<file path="src/rtl/pulse_dac_sink_if.sv">
// AXI-stream sample link between the pulse engine and the DAC sink.
// Each beat carries one I/Q pair: [15:0] = I, [31:16] = Q, both signed.
interface pulse_dac_sink_if;
    logic [31:0] tdata;
    logic        tvalid;
    logic        tlast;
    logic        tready;

    modport master (output tdata, output tvalid, output tlast, input tready);
    modport slave  (input tdata, input tvalid, input tlast, output tready);
endinterface

</file>
<file path="src/rtl/pulse_dac_sink.sv">
// DAC sample sink: buffers I/Q beats from the pulse engine in a FIFO, waits
// for a prefill level (or a complete short pulse), then plays one sample per
// DAC strobe through a saturating Q2.14 gain stage. Strobes with no data
// while streaming produce zeros and are counted as underflows.
module pulse_dac_sink #(
    parameter int FIFO_DEPTH  = 16,
    parameter int PREFILL_LVL = 4,
    parameter int SAMPLE_W    = 16
) (
    input  logic                       clk,
    input  logic                       rst_n,
    pulse_dac_sink_if.slave            s_axis,
    input  logic                       dac_strobe,
    input  logic signed [15:0]         gain,
    input  logic                       clear,
    output logic signed [SAMPLE_W-1:0] dac_i,
    output logic signed [SAMPLE_W-1:0] dac_q,
    output logic                       dac_valid,
    output logic                       dac_active,
    output logic                       underflow,
    output logic [15:0]                underflow_cnt,
    output logic                       pulse_done
);

    localparam int PTR_W = $clog2(FIFO_DEPTH);
    localparam int CNT_W = PTR_W + 1;
    localparam logic signed [31:0] SAT_MAX = 32'sd2 ** (SAMPLE_W - 1) - 32'sd1;
    localparam logic signed [31:0] SAT_MIN = -(32'sd2 ** (SAMPLE_W - 1));

    typedef enum logic [1:0] {
        IDLE,
        PREFILL,
        STREAM
    } state_t;

    state_t state, next_state;

    // FIFO entry: {tlast, Q, I}
    logic [32:0]      mem [FIFO_DEPTH];
    logic [PTR_W-1:0] wr_ptr, rd_ptr;
    logic [CNT_W-1:0] count, last_cnt;

    logic        full, push, pop, push_last, pop_last, underflow_evt;
    logic [32:0] head;

    // Saturating Q2.14 multiply: (sample * gain) >>> 14, clamped to sample range.
    function automatic logic signed [SAMPLE_W-1:0] apply_gain(
        input logic signed [SAMPLE_W-1:0] sample,
        input logic signed [15:0]         g
    );
        logic signed [31:0] prod;
        logic signed [31:0] shifted;
        prod    = 32'(sample) * 32'(g);
        shifted = prod >>> 14;
        if (shifted > SAT_MAX)
            return SAT_MAX[SAMPLE_W-1:0];
        else if (shifted < SAT_MIN)
            return SAT_MIN[SAMPLE_W-1:0];
        else
            return shifted[SAMPLE_W-1:0];
    endfunction

    assign full          = (count == CNT_W'(FIFO_DEPTH));
    assign s_axis.tready = ~full;
    assign head          = mem[rd_ptr];

    // clear wins over every other event in its cycle, so it gates push and pop.
    assign push      = s_axis.tvalid & ~full & ~clear;
    assign push_last = push & s_axis.tlast;
    // No fall-through: a pop needs data already registered in the FIFO.
    assign pop       = dac_strobe & ~clear & (state == STREAM) & (count != '0);
    assign pop_last  = pop & head[32];
    assign underflow_evt = dac_strobe & ~clear & (state == STREAM) & (count == '0);

    assign dac_active = (state == STREAM);

    // Sample storage; only written on an accepted beat.
    // NOTE: the array has no reset; pointers and count alone define which
    // entries are valid, so resetting the storage would buy nothing.
    always_ff @(posedge clk) begin
        if (push)
            mem[wr_ptr] <= {s_axis.tlast, s_axis.tdata};
    end

    // FIFO pointers, occupancy and count of buffered tlast entries.
    // NOTE: all state updates use <= so every register sees pre-edge values.
    always_ff @(posedge clk or negedge rst_n) begin
        if (!rst_n) begin
            wr_ptr   <= '0;
            rd_ptr   <= '0;
            count    <= '0;
            last_cnt <= '0;
        end else if (clear) begin
            wr_ptr   <= '0;
            rd_ptr   <= '0;
            count    <= '0;
            last_cnt <= '0;
        end else begin
            if (push)
                wr_ptr <= wr_ptr + PTR_W'(1);
            if (pop)
                rd_ptr <= rd_ptr + PTR_W'(1);
            case ({push, pop})
                2'b10:   count <= count + CNT_W'(1);
                2'b01:   count <= count - CNT_W'(1);
                default: count <= count;
            endcase
            case ({push_last, pop_last})
                2'b10:   last_cnt <= last_cnt + CNT_W'(1);
                2'b01:   last_cnt <= last_cnt - CNT_W'(1);
                default: last_cnt <= last_cnt;
            endcase
        end
    end

    // Playback state register.
    always_ff @(posedge clk or negedge rst_n) begin
        if (!rst_n)
            state <= IDLE;
        else if (clear)
            state <= IDLE;
        else
            state <= next_state;
    end

    // Next-state logic; prefill exit uses registered count/last_cnt.
    // NOTE: next_state is defaulted first so no path leaves it unassigned.
    always_comb begin
        next_state = state;
        unique case (state)
            // Leftover beats of a following pulse also restart prefill.
            IDLE:    if (push || count != '0) next_state = PREFILL;
            PREFILL: if (count >= CNT_W'(PREFILL_LVL) || last_cnt != '0) next_state = STREAM;
            STREAM:  if (pop_last) next_state = IDLE;
            default: next_state = IDLE;
        endcase
    end

    // DAC output registers, valid/done pulses and underflow bookkeeping.
    always_ff @(posedge clk or negedge rst_n) begin
        if (!rst_n) begin
            dac_i         <= '0;
            dac_q         <= '0;
            dac_valid     <= 1'b0;
            pulse_done    <= 1'b0;
            underflow     <= 1'b0;
            underflow_cnt <= '0;
        end else if (clear) begin
            dac_i         <= '0;
            dac_q         <= '0;
            dac_valid     <= 1'b0;
            pulse_done    <= 1'b0;
            underflow     <= 1'b0;
            underflow_cnt <= '0;
        end else begin
            dac_valid  <= 1'b0;
            pulse_done <= 1'b0;
            if (dac_strobe) begin
                dac_valid <= 1'b1;
                if (pop) begin
                    dac_i      <= apply_gain(head[SAMPLE_W-1:0], gain);
                    dac_q      <= apply_gain(head[31:16], gain);
                    pulse_done <= head[32];
                end else begin
                    dac_i <= '0;
                    dac_q <= '0;
                end
            end
            if (underflow_evt) begin
                underflow <= 1'b1;
                if (underflow_cnt != 16'hFFFF)
                    underflow_cnt <= underflow_cnt + 16'd1;
            end
        end
    end

endmodule

</file>
<file path="src/flat_wrapper.sv">
// flat-port wrapper written by rule: the top's interface ports become plain ports
module pulse_dac_sink_flat 
#(
    parameter int FIFO_DEPTH  = 16,
    parameter int PREFILL_LVL = 4,
    parameter int SAMPLE_W    = 16
)
  (clk, rst_n, dac_strobe, gain, clear, dac_i, dac_q, dac_valid, dac_active, underflow, underflow_cnt, pulse_done, s_axis_tdata, s_axis_tvalid, s_axis_tlast, s_axis_tready);
  pulse_dac_sink_if s_axis_i ();
  input  logic clk;
  input  logic rst_n;
  input  logic dac_strobe;
  input  logic signed [15:0] gain;
  input  logic clear;
  output logic signed [SAMPLE_W-1:0] dac_i;
  output logic signed [SAMPLE_W-1:0] dac_q;
  output logic dac_valid;
  output logic dac_active;
  output logic underflow;
  output logic [15:0] underflow_cnt;
  output logic pulse_done;
  input wire logic [$bits(s_axis_i.tdata)-1:0] s_axis_tdata;
  input wire logic [$bits(s_axis_i.tvalid)-1:0] s_axis_tvalid;
  input wire logic [$bits(s_axis_i.tlast)-1:0] s_axis_tlast;
  output wire logic [$bits(s_axis_i.tready)-1:0] s_axis_tready;
  assign s_axis_i.tdata = s_axis_tdata;
  assign s_axis_i.tvalid = s_axis_tvalid;
  assign s_axis_i.tlast = s_axis_tlast;
  assign s_axis_tready = s_axis_i.tready;
  pulse_dac_sink #(.FIFO_DEPTH(FIFO_DEPTH), .PREFILL_LVL(PREFILL_LVL), .SAMPLE_W(SAMPLE_W)) u_core (.clk(clk), .rst_n(rst_n), .s_axis(s_axis_i), .dac_strobe(dac_strobe), .gain(gain), .clear(clear), .dac_i(dac_i), .dac_q(dac_q), .dac_valid(dac_valid), .dac_active(dac_active), .underflow(underflow), .underflow_cnt(underflow_cnt), .pulse_done(pulse_done));
endmodule
</file>
<file path="config.mk">
export PLATFORM = sky130hd
export DESIGN_NAME = pulse_dac_sink_flat
export DESIGN_NICKNAME = d
export VERILOG_FILES = /design/src/rtl/pulse_dac_sink_if.sv /design/src/rtl/pulse_dac_sink.sv /design/src/flat_wrapper.sv
export SDC_FILE = /design/constraint.sdc
export NUM_CORES = 2
export LEC_CHECK = 0
export ABC_AREA = 1
export BUFFER_PORTS_ARGS = -buffer_cell sky130_fd_sc_hd__buf_4
export CORE_ASPECT_RATIO = 0.8
export CORE_MARGIN = 2
export CORE_UTILIZATION = 55
export DETAILED_ROUTE_END_ITERATION = 12
export GPL_TIMING_DRIVEN = 0
export MAX_ROUTING_LAYER = met4
export PLACE_DENSITY = 0.72
export SYNTH_ARGS = -nofsm -noshare
export SYNTH_HDL_FRONTEND = slang
export SYNTH_SLANG_ARGS = --single-unit
export TNS_END_PERCENT = 50
</file>
<file path="constraint.sdc">
create_clock -name clk -period 20.6 [get_ports clk]
set_input_delay 1.03 -clock clk [delete_from_list [all_inputs] [get_ports clk]]
set_output_delay 1.03 -clock clk [all_outputs]
set_load 0.05 [all_outputs]
</file>
* Word-level counts from Yosys, hierarchy flattened
Memory sizes are Yosys's and may differ from the RTL's. Cells that the tools add are included.
Word-level totals: memory bits (writable) 528, output and inout bits 53, memories kept 1, logic and storage cells 97, bits of input ports 54, register bits after elaboration 71
Memories:
- u_core.mem | words 16, width 33, rd ports 1, clocked after memory_dff 0, wr ports 1, RTL line pulse_dac_sink.sv:39 | logic [32:0] mem [FIFO_DEPTH];
Cells by class: mux-type cells 35, equality and inequality tests 11, $mul 2, order comparisons 5, reduce and logical (&&, ||, !) cells 15, add/sub/neg operators 7, bitwise operators 10
Operators by type and width (number):
- $mux W16 | 13
- $mul A16 B16 Y32 | 2
- $gt A18 B16 Y1 const B | 2
- $lt A18 B16 Y1 const B | 2
- $pmux W5 S2 | 2
- $add A16 B1 Y16 const B | 1
- $mux W4 | 4
- $ne A16 B16 Y1 const B | 1
- $add A5 B1 Y5 const B | 2
- $mux W5 | 2
- $reduce_bool A2 Y1 | 5
- $reduce_bool A5 Y1 | 2
- $sub A5 B1 Y5 const B | 2
- $mux W1 | 9
- $ne A3 B2 Y1 const B | 3
- $add A4 B1 Y4 const B | 2
- $and A1 B1 Y1 | 8
- $mux W2 | 4
- $eq A2 B1 Y1 const B | 3
- $eq A2 B2 Y1 const B | 3
- $pmux W2 S3 | 1
- $reduce_bool A3 Y1 | 2
- $eq A5 B5 Y1 const B | 1
- $ge A5 B3 Y1 const B | 1
- other kinds (6) | 8

* Longest topological paths before layout
depth after elaboration 8, gate-level depth with buffers 45, gate-level depth less buffers 38

* Worst setup path after synthesis
Ideal clock, no wire load.
kind reg2reg, start reg u_core.rd_ptr[0], end reg u_core.dac_q[0], clock period less this slack 7.435 ns, setup time 0.118 ns, required time 20.482 ns, path buffers 6, arrival time 7.317 ns, stages on the path, launching flop included 36, path slack 13.165 ns, cell sequence dfrtp_1 -> buf_6 -> buf_4 -> buf_2 -> clkbuf_1 -> clkbuf_1 -> nor2_1 -> o221ai_1 -> o211ai_1 -> nand2_1 -> inv_1 -> nor2_1 -> inv_1 -> fa_1 -> inv_1 -> fa_1 -> inv_1 -> fa_1 -> inv_1 -> fa_1 -> inv_1 -> fa_1 -> inv_1 -> fa_1 -> ha_1 -> inv_1 -> nor3_1 -> nand2_1 -> o221a_2 -> nand3_2 -> nand2_1 -> o21ai_2 -> buf_4 -> nand2_1 -> nand2_1 -> nand2_1
On the way: word-level cells in the longest chain between the ends 8, elaborated cells between the ends (all ways) 9, classes of those cells 1 x mul; 2 x order compare; 5 x mux; 1 x memory
RTL lines:
- start: declaration | RTL line pulse_dac_sink.sv:40 | logic [PTR_W-1:0] wr_ptr, rd_ptr;
- start signal: assignment | RTL line pulse_dac_sink.sv:102 | rd_ptr <= rd_ptr + PTR_W'(1);
- $mem_v2 Z16 W33 *
- $mul A16 B16 Y32 * | RTL line pulse_dac_sink.sv:53 | prod = 32'(sample) * 32'(g);
- $lt A18 B16 Y1 | RTL line pulse_dac_sink.sv:57 | else if (shifted < SAT_MIN)
- $mux W16 | RTL line pulse_dac_sink.sv:57
- $mux W16 * | RTL line pulse_dac_sink.sv:55 | if (shifted > SAT_MAX)
- $mux W16 * | RTL line pulse_dac_sink.sv:160 | if (pop) begin
- $mux W16 * | RTL line pulse_dac_sink.sv:158 | if (dac_strobe) begin
- $mux W16 * | RTL line pulse_dac_sink.sv:148 | end else if (clear) begin
- end signal: assignment | RTL line pulse_dac_sink.sv:162 | dac_q <= apply_gain(head[31:16], gain);
- end: declaration | RTL line pulse_dac_sink.sv:17 | output logic signed [SAMPLE_W-1:0] dac_q,
Mark *: on every way between the ends. The rest lies on a longest branch, timed or not. The select of a mux whose other input is x is not followed. A chain may end at the register's enable or synchronous reset.

* Worst setup path after layout
start reg u_core.rd_ptr[1], end reg u_core.dac_i[0]
On the way: word-level cells in the longest chain between the ends 8, elaborated cells between the ends (all ways) 9, classes of those cells 1 x mul; 2 x order compare; 5 x mux; 1 x memory
RTL lines:
- $mem_v2 Z16 W33 *
- $mul A16 B16 Y32 * | RTL line pulse_dac_sink.sv:53
- $lt A18 B16 Y1 | RTL line pulse_dac_sink.sv:57
- $mux W16 | RTL line pulse_dac_sink.sv:57
- $mux W16 * | RTL line pulse_dac_sink.sv:55
- $mux W16 * | RTL line pulse_dac_sink.sv:160
- $mux W16 * | RTL line pulse_dac_sink.sv:158
- $mux W16 * | RTL line pulse_dac_sink.sv:148
- end signal: assignment | RTL line pulse_dac_sink.sv:161 | dac_i <= apply_gain(head[SAMPLE_W-1:0], gain);
- end: declaration | RTL line pulse_dac_sink.sv:16 | output logic signed [SAMPLE_W-1:0] dac_i,
Marks and branches as above.

==> qor.txt <==
YS warnings: 0
Most frequent cells in the layout: 772 x inv_1, 694 x nand2_1, 584 x nor2_1
Vias in the first global route: 33.2k
DRC viols: 0
CTS Buffer Depth: 3
Clock skew: 0.0419 ns
Syn_nets: 5,091
Area contributors post-synth: edfxtp_1 36%, fa_1 24%, inv_1 6.6%
FF+latch area: 0.0176 mm^2
Gate Count Post-Synth: 4,343
Setup bufs post-CTS: 0
Netlist cell types: 45
Post-synth top area share: 0.363
CP max FO: 10
Unrepaired setup endpoints after global routing: no
Final setup viols: 0
Final worst-path cycle share: 0.481
Met1 usage: 0.455
Status: finished, final reports clean
Max H-tree Level: 2
Placer Congestion: 0.976
Worst skew pair latency: 0.66 ns
Synth Area per Inst: 10.1 um^2
DR vias: 33.0k
Mux contribution to synthesized area: 0.000258
Largest family of logic cells by synthesized area: adder cells
Met2 Use GR: 0.474
CP max stage delay: 0.72 ns
WS Path Type: reg2reg
TritonCTS Buffers: 60
WP data arrival: 10.42 ns
Via density: 5.85
CTS tree: built
Fraction of layout cells with a size suffix above 1: 0.0734
Simple-gate share of the synthesized area: 0.133
Final TNS setup: 0 ns
Met3 usage: 0.0660
Worst-path clk slew: 0.07 ns
CTS Root Cell: clkbuf_16
CTS Hold Bufs: 0
Post-synth top area cell: edfxtp_1
DRT iter0 DRCs: 4,051
HPWL Detailed: 95.2 mm
Commonest non-fill, non-tap cell in the layout: inv_1
Starting Density: 0.555
Synth Area in Compound Gates: 0.0781
Number of synthesized flops with an enable pin: 528
MaxCap Viol Count: 0
Post-Synth XOR/XNOR Area: 0.0106
Pre-antenna DRT Iters: 5
Area delta synth->final: 10.9%
Area occupied by multi-input gates: 0.0224 mm^2
Worst min path class: reg2reg
Resized Gates After CTS: 0
Die X-Extent: 319 um
Slew HR: 0.263
Number of port buffers: 97
NumNets Final: 5,305
First-pass GRT wire length: 194 mm
Core footprint: 0.0787 mm^2
I/O Pins: 107
CTS Sinks: 599
Worst Path Required: 21.12 ns
Slowest cell on crit path: nand2_1
Adder-cell share of the synthesized area: 0.289
Top_reg_cell synth: edfxtp_1
Post-route ant nets: 0
Final Slew Violations: 0
Crit start category: register
# rows: 92
Sequential share of the synthesized area: 0.403
Final Hold Vio Count: 0
Synth Register Bits: 599
Number of fill cells in the layout: 6,468
GR peak layer: met2
Final core utilization: 0.616
Die area: 0.0818 mm^2
Crit. End Element: register
Pin count of the biggest net entering global routing: 72
Initial antenna violation count: 3
FMAX: 101 MHz
All-Layer GR Usage: 0.323
Synth Cell Area: 0.0437 mm^2
Min Tclk post-route: 9.90 ns
Die Height: 256 um
Congestion Overflow GR: 0
Final wirelength: 126 mm
Async set-reset flop share out of synthesis: 0.119
Routed length per instance: 22.4 um
Slew @ Worst Pin: 1.10 ns
stage by stage:
stage / worst slack, ns / hold slack (ns) / instance area [um^2] / cells
after global routing: 10.36 / 0.508 / 48500 / 5643
after floorplan: 13.17 / 0.506 / 43700 / 4343
after global placement: 11.17 / 0.466 / 45700 / 5474
after detailed placement: 11.03 / 0.466 / 46500 / 5529
final: 10.70 / 0.478 / 48500 / 5645
after CTS: 10.99 / 0.481 / 48500 / 5640
state kept, by name, indices dropped and copies added, names as in the netlist:
signal and cells:
u_core.pulse_done 1, u_core.dac_q 16, u_core.count 5, u_core.dac_i 16, u_core.mem 528, u_core.underflow_cnt 16
u_core.rd_ptr 4, u_core.last_cnt 5, u_core.wr_ptr 4, u_core.underflow 1, u_core.dac_valid 1, u_core.state 2
cells in the mapped netlist, drive strengths merged, types with 2 or more instances:
cell and n:
inv 777, nand2 711, nor2 590, edfxtp 528
fa 524, o21ai 280, ha 170, clkbuf 134
nand3 115, o221ai 82, a21oi 72, dfrtp 71
buf 44, o211ai 39, o22ai 39, xor2 31
nor3 28, xnor2 22, a31oi 14, clkinv 13
o21a 13, nor4 9, nand4 8, a21o 7
a211oi 6, a21boi 3, o221a 3, nand3b 2
o2111ai 2, o31ai 2
path summary, 6_finish.rpt:
| kind | start | cells past startpoint | slack [ns] | endpoint |
|---|---|---|---|---|
| min in group asynchronous | rst_n | 1 | 0.58 | u_core.dac_q[2] |
| hold reg to reg | u_core.dac_q[4] | 2 | 0.48 | u_core.dac_q[4] |
| hold / removal | u_core.dac_q[4] | 2 | 0.48 | u_core.dac_q[4] |
| setup / recovery | u_core.rd_ptr[1] | 34 | 10.70 | u_core.dac_i[0] |
| setup reg to reg | u_core.rd_ptr[1] | 34 | 10.70 | u_core.dac_i[0] |
| max in group asynchronous | rst_n | 1 | 19.35 | u_core.last_cnt[2] |
per-layer routing:
| metal | share of wire | wire (um) |
|---|---|---|
| met5 | 0 | 0 |
| met2 | 0.44 | 55100 |
| met1 | 0.40 | 50200 |
| met4 | 0.037 | 4620 |
| met3 | 0.13 | 16200 |
area by class of cell:
class,count,area share
clock buffer,69,0.0317
timing repair buffer,152,0.0281
multi-input combinational,2775,0.462
clock inverter,42,0.00947
tap,1034,0.0267
inverter,790,0.0613
sequential,599,0.364
buffer,179,0.0164
antenna,5,0.000258
logic make-up (layout without fill, tap and decap cells):
| kind of cell | count (synthesis) | in the layout |
|---|---|---|
| simple gates | 1463 | 1463 |
| buf+inv | 969 | 1232 |
| fa+ha+maj | 694 | 694 |
| flops | 599 | 599 |
| compound gates | 564 | 564 |
| xor+xnor | 53 | 53 |
| mux | 1 | 1 |
| other cells | 0 | 5 |
critical path, delay by kind of cell, from the launching register on:
family	cells	cell delay [ns]
fa+ha+maj	7	3.26
flops	1	0.38
buf+inv	10	2.52
simple gates	11	1.96
compound gates	6	1.61
Power is left out: the tool's default activity adds up to more than one toggle a clock period on the data nets, which glitch-free logic cannot reach.
